==> src/rtl/mips_multicycle_ctrl_if.sv <==
// Control bundle between the multi-cycle MIPS controller and its datapath.
// The controller owns the master side; the datapath and memory own the slave side.
interface mips_multicycle_ctrl_if #(
   parameter int OP_W    = 6,
   parameter int STATE_W = 4
);
   logic               run;
   logic [OP_W-1:0]    opcode;
   logic               mem_ready;
   logic               pc_write;
   logic               pc_write_cond;
   logic               i_or_d;
   logic               mem_read;
   logic               mem_write;
   logic               ir_write;
   logic               mem_to_reg;
   logic               reg_dst;
   logic               reg_write;
   logic               alu_src_a;
   logic [1:0]         alu_src_b;
   logic [1:0]         alu_op;
   logic [1:0]         pc_source;
   logic               instr_done;
   logic               illegal_op;
   logic [STATE_W-1:0] state;

   modport master (
      input  run, opcode, mem_ready,
      output pc_write, pc_write_cond, i_or_d, mem_read, mem_write, ir_write,
             mem_to_reg, reg_dst, reg_write, alu_src_a, alu_src_b, alu_op,
             pc_source, instr_done, illegal_op, state
   );

   modport slave (
      output run, opcode, mem_ready,
      input  pc_write, pc_write_cond, i_or_d, mem_read, mem_write, ir_write,
             mem_to_reg, reg_dst, reg_write, alu_src_a, alu_src_b, alu_op,
             pc_source, instr_done, illegal_op, state
   );
endinterface

==> src/rtl/mips_multicycle_ctrl.sv <==
// Multi-cycle control FSM for the 8-bit MIPS core: sequences fetch/decode/execute/
// memory/writeback, stalls on mem_ready and flags unsupported opcodes.
module mips_multicycle_ctrl #(
   parameter int OP_W    = 6,
   parameter int STATE_W = 4
) (
   input  logic                  clk,
   input  logic                  reset,
   mips_multicycle_ctrl_if.master bus
);

   typedef enum logic [3:0] {
      ST_IDLE      = 4'd0,
      ST_FETCH     = 4'd1,
      ST_DECODE    = 4'd2,
      ST_MEM_ADDR  = 4'd3,
      ST_MEM_READ  = 4'd4,
      ST_MEM_WB    = 4'd5,
      ST_MEM_WRITE = 4'd6,
      ST_EXECUTE   = 4'd7,
      ST_ALU_WB    = 4'd8,
      ST_BRANCH    = 4'd9,
      ST_JUMP      = 4'd10,
      ST_ADDI_EX   = 4'd11,
      ST_ADDI_WB   = 4'd12,
      ST_TRAP      = 4'd13
   } state_t;

   localparam logic [OP_W-1:0] OP_RTYPE = 6'b000000;
   localparam logic [OP_W-1:0] OP_LW    = 6'b100011;
   localparam logic [OP_W-1:0] OP_SW    = 6'b101011;
   localparam logic [OP_W-1:0] OP_BEQ   = 6'b000100;
   localparam logic [OP_W-1:0] OP_ADDI  = 6'b001000;
   localparam logic [OP_W-1:0] OP_J     = 6'b000010;

   state_t state_r;
   logic   illegal_r;

   // State sequencing and the sticky illegal-opcode flag.
   always_ff @(posedge clk or posedge reset) begin
      if (reset) begin
         state_r   <= ST_IDLE;
         illegal_r <= 1'b0;
      end else begin
         if (state_r == ST_TRAP) begin
            illegal_r <= 1'b1;
         end
         case (state_r)
            ST_IDLE:      state_r <= bus.run ? ST_FETCH : ST_IDLE;
            ST_FETCH:     state_r <= bus.mem_ready ? ST_DECODE : ST_FETCH;
            ST_DECODE: begin
               case (bus.opcode)
                  OP_RTYPE: state_r <= ST_EXECUTE;
                  OP_LW:    state_r <= ST_MEM_ADDR;
                  OP_SW:    state_r <= ST_MEM_ADDR;
                  OP_BEQ:   state_r <= ST_BRANCH;
                  OP_ADDI:  state_r <= ST_ADDI_EX;
                  OP_J:     state_r <= ST_JUMP;
                  default:  state_r <= ST_TRAP;
               endcase
            end
            // IR is stable here, so the opcode still selects load vs store.
            ST_MEM_ADDR: begin
               case (bus.opcode)
                  OP_LW:   state_r <= ST_MEM_READ;
                  OP_SW:   state_r <= ST_MEM_WRITE;
                  default: state_r <= ST_TRAP;
               endcase
            end
            ST_MEM_READ:  state_r <= bus.mem_ready ? ST_MEM_WB : ST_MEM_READ;
            ST_MEM_WB:    state_r <= ST_FETCH;
            ST_MEM_WRITE: state_r <= bus.mem_ready ? ST_FETCH : ST_MEM_WRITE;
            ST_EXECUTE:   state_r <= ST_ALU_WB;
            ST_ALU_WB:    state_r <= ST_FETCH;
            ST_BRANCH:    state_r <= ST_FETCH;
            ST_JUMP:      state_r <= ST_FETCH;
            ST_ADDI_EX:   state_r <= ST_ADDI_WB;
            ST_ADDI_WB:   state_r <= ST_FETCH;
            ST_TRAP:      state_r <= ST_IDLE;
            default:      state_r <= ST_IDLE;
         endcase
      end
   end

   assign bus.state      = STATE_W'(state_r);
   assign bus.illegal_op = illegal_r;

   // Moore decode of the state; only the memory handshakes look at mem_ready.
   always_comb begin
      bus.pc_write      = 1'b0;
      bus.pc_write_cond = 1'b0;
      bus.i_or_d        = 1'b0;
      bus.mem_read      = 1'b0;
      bus.mem_write     = 1'b0;
      bus.ir_write      = 1'b0;
      bus.mem_to_reg    = 1'b0;
      bus.reg_dst       = 1'b0;
      bus.reg_write     = 1'b0;
      bus.alu_src_a     = 1'b0;
      bus.alu_src_b     = 2'b00;
      bus.alu_op        = 2'b00;
      bus.pc_source     = 2'b00;
      bus.instr_done    = 1'b0;
      case (state_r)
         ST_FETCH: begin
            bus.mem_read  = 1'b1;
            bus.alu_src_b = 2'b01;
            bus.ir_write  = bus.mem_ready;
            bus.pc_write  = bus.mem_ready;
         end
         ST_DECODE: begin
            bus.alu_src_b = 2'b11;
         end
         ST_MEM_ADDR, ST_ADDI_EX: begin
            bus.alu_src_a = 1'b1;
            bus.alu_src_b = 2'b10;
         end
         ST_MEM_READ: begin
            bus.mem_read = 1'b1;
            bus.i_or_d   = 1'b1;
         end
         ST_MEM_WB: begin
            bus.reg_write  = 1'b1;
            bus.mem_to_reg = 1'b1;
            bus.instr_done = 1'b1;
         end
         ST_MEM_WRITE: begin
            bus.mem_write  = 1'b1;
            bus.i_or_d     = 1'b1;
            bus.instr_done = bus.mem_ready;
         end
         ST_EXECUTE: begin
            bus.alu_src_a = 1'b1;
            bus.alu_op    = 2'b10;
         end
         ST_ALU_WB: begin
            bus.reg_write  = 1'b1;
            bus.reg_dst    = 1'b1;
            bus.instr_done = 1'b1;
         end
         ST_ADDI_WB: begin
            bus.reg_write  = 1'b1;
            bus.instr_done = 1'b1;
         end
         ST_BRANCH: begin
            bus.alu_src_a     = 1'b1;
            bus.alu_op        = 2'b01;
            bus.pc_write_cond = 1'b1;
            bus.pc_source     = 2'b01;
            bus.instr_done    = 1'b1;
         end
         ST_JUMP: begin
            bus.pc_write   = 1'b1;
            bus.pc_source  = 2'b10;
            bus.instr_done = 1'b1;
         end
         default: begin
            bus.pc_write = 1'b0;
         end
      endcase
   end

endmodule

==> src/flat_wrapper.sv <==
// flat-port wrapper written by rule: the top's interface ports become plain ports
module mips_multicycle_ctrl_flat 
#(
   parameter int OP_W    = 6,
   parameter int STATE_W = 4
)
  (clk, reset, bus_run, bus_opcode, bus_mem_ready, bus_pc_write, bus_pc_write_cond, bus_i_or_d, bus_mem_read, bus_mem_write, bus_ir_write, bus_mem_to_reg, bus_reg_dst, bus_reg_write, bus_alu_src_a, bus_alu_src_b, bus_alu_op, bus_pc_source, bus_instr_done, bus_illegal_op, bus_state);
  mips_multicycle_ctrl_if #(.OP_W(OP_W), .STATE_W(STATE_W)) bus_i ();
  input  logic clk;
  input  logic reset;
  input wire logic [$bits(bus_i.run)-1:0] bus_run;
  input wire logic [$bits(bus_i.opcode)-1:0] bus_opcode;
  input wire logic [$bits(bus_i.mem_ready)-1:0] bus_mem_ready;
  output wire logic [$bits(bus_i.pc_write)-1:0] bus_pc_write;
  output wire logic [$bits(bus_i.pc_write_cond)-1:0] bus_pc_write_cond;
  output wire logic [$bits(bus_i.i_or_d)-1:0] bus_i_or_d;
  output wire logic [$bits(bus_i.mem_read)-1:0] bus_mem_read;
  output wire logic [$bits(bus_i.mem_write)-1:0] bus_mem_write;
  output wire logic [$bits(bus_i.ir_write)-1:0] bus_ir_write;
  output wire logic [$bits(bus_i.mem_to_reg)-1:0] bus_mem_to_reg;
  output wire logic [$bits(bus_i.reg_dst)-1:0] bus_reg_dst;
  output wire logic [$bits(bus_i.reg_write)-1:0] bus_reg_write;
  output wire logic [$bits(bus_i.alu_src_a)-1:0] bus_alu_src_a;
  output wire logic [$bits(bus_i.alu_src_b)-1:0] bus_alu_src_b;
  output wire logic [$bits(bus_i.alu_op)-1:0] bus_alu_op;
  output wire logic [$bits(bus_i.pc_source)-1:0] bus_pc_source;
  output wire logic [$bits(bus_i.instr_done)-1:0] bus_instr_done;
  output wire logic [$bits(bus_i.illegal_op)-1:0] bus_illegal_op;
  output wire logic [$bits(bus_i.state)-1:0] bus_state;
  assign bus_i.run = bus_run;
  assign bus_i.opcode = bus_opcode;
  assign bus_i.mem_ready = bus_mem_ready;
  assign bus_pc_write = bus_i.pc_write;
  assign bus_pc_write_cond = bus_i.pc_write_cond;
  assign bus_i_or_d = bus_i.i_or_d;
  assign bus_mem_read = bus_i.mem_read;
  assign bus_mem_write = bus_i.mem_write;
  assign bus_ir_write = bus_i.ir_write;
  assign bus_mem_to_reg = bus_i.mem_to_reg;
  assign bus_reg_dst = bus_i.reg_dst;
  assign bus_reg_write = bus_i.reg_write;
  assign bus_alu_src_a = bus_i.alu_src_a;
  assign bus_alu_src_b = bus_i.alu_src_b;
  assign bus_alu_op = bus_i.alu_op;
  assign bus_pc_source = bus_i.pc_source;
  assign bus_instr_done = bus_i.instr_done;
  assign bus_illegal_op = bus_i.illegal_op;
  assign bus_state = bus_i.state;
  mips_multicycle_ctrl #(.OP_W(OP_W), .STATE_W(STATE_W)) u_core (.clk(clk), .reset(reset), .bus(bus_i));
endmodule
==> config.mk <==
export PLATFORM = sky130hd
export DESIGN_NAME = mips_multicycle_ctrl_flat
export DESIGN_NICKNAME = d
export VERILOG_FILES = /design/src/rtl/mips_multicycle_ctrl_if.sv /design/src/rtl/mips_multicycle_ctrl.sv /design/src/flat_wrapper.sv
export SDC_FILE = /design/constraint.sdc
export NUM_CORES = 1
export LEC_CHECK = 0
export CAP_MARGIN = 15
export CORE_AREA = 2 2 47 45
export DETAILED_ROUTE_END_ITERATION = 8
export DIE_AREA = 0 0 49 47
export PLACE_DENSITY = 0.79
export SYNTH_ARGS = -nofsm -noshare
export SYNTH_HDL_FRONTEND = slang
export SYNTH_SLANG_ARGS = --single-unit
==> constraint.sdc <==
create_clock -name clk -period 1.37 [get_ports clk]
set_input_delay 0.137 -clock clk [delete_from_list [all_inputs] [get_ports clk]]
set_output_delay 0.137 -clock clk [all_outputs]
set_load 0.005 [all_outputs]
* Yosys cells after proc, flatten, opt, wreduce, memory -nomap -nowiden *
Index checks and enable logic that the tools add are counted.
W data, S select, Z words.

operators by class
  multiplexer cells = 21
  equal/unequal tests = 18
  reduce and logical (&&, ||, !) cells = 9

operators by type and width
  operator              number
  $pmux W4 S9           1
  $eq A4 B4 Y1 const B  6
  $pmux W4 S5           1
  $eq A4 B3 Y1 const B  4
  $eq A6 B6 Y1 const B  2
  $mux W1               11
  $eq A4 B2 Y1 const B  2
  $pmux W2 S2           2
  $pmux W4 S2           1
  $reduce_or A2 Y1      4
  $eq A6 B2 Y1 const B  1
  $eq A6 B3 Y1 const B  1
  $eq A6 B4 Y1 const B  1
  $logic_not A6 Y1      1
  $pmux W2 S3           1
  $reduce_or A5 Y1      1
  $eq A4 B1 Y1 const B  1
  $logic_not A4 Y1      1
  $pmux W1 S2           2
  $reduce_or A4 Y1      1
  $mux W3               1
  $reduce_or A3 Y1      1
  $mux W2               1

word-level totals
  bits of input ports = 10
  word-level logic and storage cells = 50
  bits in registers = 5

* Logic depth before layout (Yosys ltp) *
  depth after elaboration = 4
  mapped depth = 6
  gate-level depth less buffers = 4

* Worst setup path after synthesis *
Ideal clock, no wire load.

  path kind = flip-flop to flip-flop
  start = register u_core.state_r[0], in the netlist u_core.bus.state[0]
  end = register u_core.state_r[0], in the netlist u_core.bus.state[0]
  setup slack = -98 ps
  period minus slack after synthesis = 1468 ps
  stages on the path, launching flop included = 6
  arrival = 1330 ps
  library setup time = 139 ps
  cells stage by stage = dfrtp_1 > buf_6 > nor2b_1 > a21oi_2 > o21ai_2 > or4_1

on the way
  word-level cells in the longest chain between the ends = 3
  elaborated cells between the ends (all ways) = 15
  classes of those cells = 12 x eq/ne; 1 x mux; 2 x reduce/logical

RTL lines
  element                                       line                        text
  start, declared                               mips_multicycle_ctrl.sv:36  state_t state_r;
  start signal, assigned                        mips_multicycle_ctrl.sv:49  ST_IDLE: state_r <= bus.run ? ST_FETCH : ST_IDLE;
  start signal, assigned                        mips_multicycle_ctrl.sv:50  ST_FETCH: state_r <= bus.mem_ready ? ST_DECODE : ST_FETCH;
  start signal, assigned                        mips_multicycle_ctrl.sv:70  ST_MEM_READ: state_r <= bus.mem_ready ? ST_MEM_WB : ST_MEM_READ;
  $eq A4 B3 Y1 or $eq A4 B4 Y1 (tied branches)  mips_multicycle_ctrl.sv:48  case (state_r)
  $reduce_or A5 Y1 (no source line)             n/a
  $pmux W4 S9 *                                 mips_multicycle_ctrl.sv:48

Mark *: on every way between the ends. The rest lies on a longest branch, timed or not.
A chain may end at the register's enable or synchronous reset.

* Final worst setup path *
Ends and elaborated chain as after synthesis.

==> summary.txt <==
Run status
  • Outcome: finished with violations
  • Violated checks: negative setup slack

CTS
  • CTS tree: yes
  • Num Clock Sinks: 5
  • Depth of the CTS H-tree: 1
  • Root Buffer: clkbuf_4
  • Worst skew pair latency: 0.26 ns
  • Clock Pin Slew Worst Setup and Hold Paths: 0.06 ns
  • TritonCTS Buffers: 3
  • Longest Clk Path Bufs: 2

Drt
  • Final antenna-violating net count: 0
  • First-pass iteration count of the detailed router: 4
  • Vias per cell: 5.553
  • Drt total wl: 4.099 mm
  • Vias: 1105
  • Mean routed wirelength per cell: 20.60 um
  • DRC Markers: 0
  • DRT iter0 DRCs: 56

Yosys
  • Top cell type's share of synthesized area: 21.46%
  • Register area share after synthesis: 21.46%
  • Synth top area cells: dfrtp_1 (21%), nor2_1 (9.7%), nand2_1 (5.2%)
  • Netlist cell types: 35
  • Top cells by count, synth: nor2_1 (15), nand2_1 (8), dfrtp_1 (5)
  • Area of the mapped netlist: 583.1 um^2
  • YS warnings: 0
  • Share of synthesized flip-flops with an asynchronous set or reset: 100.0%
  • Count leader, synth: nor2_1
  • #FFs+latches synth: 5
  • Top FF cell, synth: dfrtp_1
  • Synth area leader: dfrtp_1
  • Syn nets: 91
  • Post-synth EDFFs: 0
  • Syn_area_per_cell: 7.198 um^2
  • Synth Instances: 81

Die
  • I/O pins: 32
  • Die Span X: 49 um
  • Die ar.: 2303 um^2
  • Core area: 1821 um^2
  • Initial core utilization: 32.03%
  • FP Rows: 15
  • Die height: 47 um

STA
  • Timing-limited maximum frequency: 587.3 MHz
  • Slew Viols, Final: 0
  • Crit share post-route: 124.3%
  • RSZ-0062 raised after global routing: yes
  • Clk_skew: 0.007342 ns
  • Final worst setup slack: -0.3326 ns
  • Final setup fails: 20
  • Final-report hold violation count: 0
  • Slew HR: 70.55%
  • Worst-Margin Slew: 0.4404 ns
  • Final min period: 1.703 ns

Global route
  • Initial antenna violation count: 0
  • Total GRT Usage: 29.13%
  • Vias in the first global route: 1007
  • GRT overflow: 0
  • First-pass GRT wire length: 4.878 mm
  • Largest net degree at the start of global routing: 7

Finish
  • NumNets Final: 185
  • Share of cells above drive strength 1: 71.84%
  • Final core utilization: 89.21%
  • Reg area: 130.1 um^2
  • Fill cells: 68
  • # diodes: 0
  • Final Instance Area: 1624 um^2
  • Syn-to-layout area delta: 178.5%
  • Multi-input logic area: 575.6 um^2
  • Final cell count without fillers: 199

Power
  • Comb power frac: 86.9%
  • P per Cell Area: 2517 nW/um^2
  • Worst VDD drop: 1.868 mV
  • Seq pwr share: 8.3%
  • Switching share of power: 43.01%
  • Fraction of power consumed by the clock network: 4.8%
  • NetSw: 1.758 mW
  • Internal: 2.329 mW
  • Leak Pwr: 0.7904 nW

Min path
  • Hold WC Path Type: input pin to async pin

Worst setup path
  • Worst Path Arrival: 1.83 ns
  • Startpoint Class: register
  • Critical Path Fanout Max: 4
  • Setup crit end kind: register
  • FF-to-FF setup slack: -0.33 ns
  • CP required: 1.50 ns
  • Critical path class: register to register

Run
  • Max-cap violations: 0

Placement
  • Routability cong.: 0.8377
  • Dpl cells: 157
  • Dpl cell area: 1095 um^2
  • Final HPWL DP: 1.518 mm
  • Input/output buffers: 31
==> stage by stage <==
stage / TNS [ns] / power (mW) / hold slack [ns] / worst slack, ns
floorplan: -0.06830 / 1.116 / -0.08455 / -0.06830
global placement: -4.117 / 2.090 / 0.3498 / -0.3112
detailed placement: -4.228 / 2.128 / 0.3529 / -0.3533
CTS: -1.451 / 3.258 / 0.08843 / -0.2203
global route: -5.037 / 4.260 / 0.09726 / -0.3650
finish: -4.057 / 4.087 / 0.08906 / -0.3326
==> worst paths after layout <==
path                                       start                    end  depth (start not counted)
setup / recovery             u_core.bus.state[0]    u_core.bus.state[0]                          7
hold / removal                             reset    u_core.bus.state[2]                          2
setup reg to reg             u_core.bus.state[0]    u_core.bus.state[0]                          7
hold reg to reg            u_core.bus.illegal_op  u_core.bus.illegal_op                          1
max in group asynchronous                  reset    u_core.bus.state[3]                          2
min in group clk                   bus_opcode[3]    u_core.bus.state[0]                          4
==> cell type report <==
cell class	instances	share of cell area (%)
timing repair buffer	97	51.54
multi-input combinational	64	35.44
sequential	5	8.012
tap	25	1.926
clock buffer	3	1.387
inverter	4	1.387
clock inverter	1	0.3082
==> cell usage in the layout, fill, tap and decap left out, types with 4 or more instances in the layout <==
| cell type | instances |
|---|---|
| dlygate4sd2_1 | 4 |
| buf_6 | 33 |
| nor2_1 | 9 |
| clkdlybuf4s50_1 | 7 |
| buf_4 | 34 |
| dfrtp_2 | 4 |
| nand2_1 | 4 |
| buf_2 | 15 |
==> power groups by stage <==
stage / Combinational (mW) / Sequential [mW] / Clock (mW)
after floorplan: 0.827 / 0.290 / 0
after global routing: 3.70 / 0.342 / 0.220
after detailed placement: 1.78 / 0.349 / 0
after global placement: 1.74 / 0.353 / 0
final: 3.55 / 0.338 / 0.197
after CTS: 2.77 / 0.309 / 0.182
==> critical path: stages (launching register included) <==
cell     delay, ns
dfrtp_2       0.45
buf_6         0.15
buf_6         0.12
buf_6         0.12
nand2_4       0.07
buf_6         0.09
nor2_1        0.03
or4_1         0.54
==> logic make-up after synthesis <==
logic type | share of synthesized area, %
compound gates | 32.62
xor+xnor | 3.005
buf+inv | 11.80
flops | 21.46
simple gates | 31.12
==> registers in the layout, summed over array words and instances (netlist names) <==
signal and count:
u_core.bus.state 4, u_core.bus.illegal_op 1
==> what timing repair did <==
| action | CTS | global route |
|---|---|---|
| endpoints found under the setup margin | 25 | 24 |
| gates cloned | 0 | 0 |
| gates resized for setup | 131 | 32 |
| setup buffers | 31 | 10 |
| pin swaps | 18 | 18 |
| hold buffers | 0 | 0 |
==> metal layers <==
metal	GRT usage [%]	share of wire (%)
met5	0	0
met4	13.14	3.7
met2	58.90	49
met3	5.414	9.6
met1	30.64	37
(Power assumes the default switching activity.)
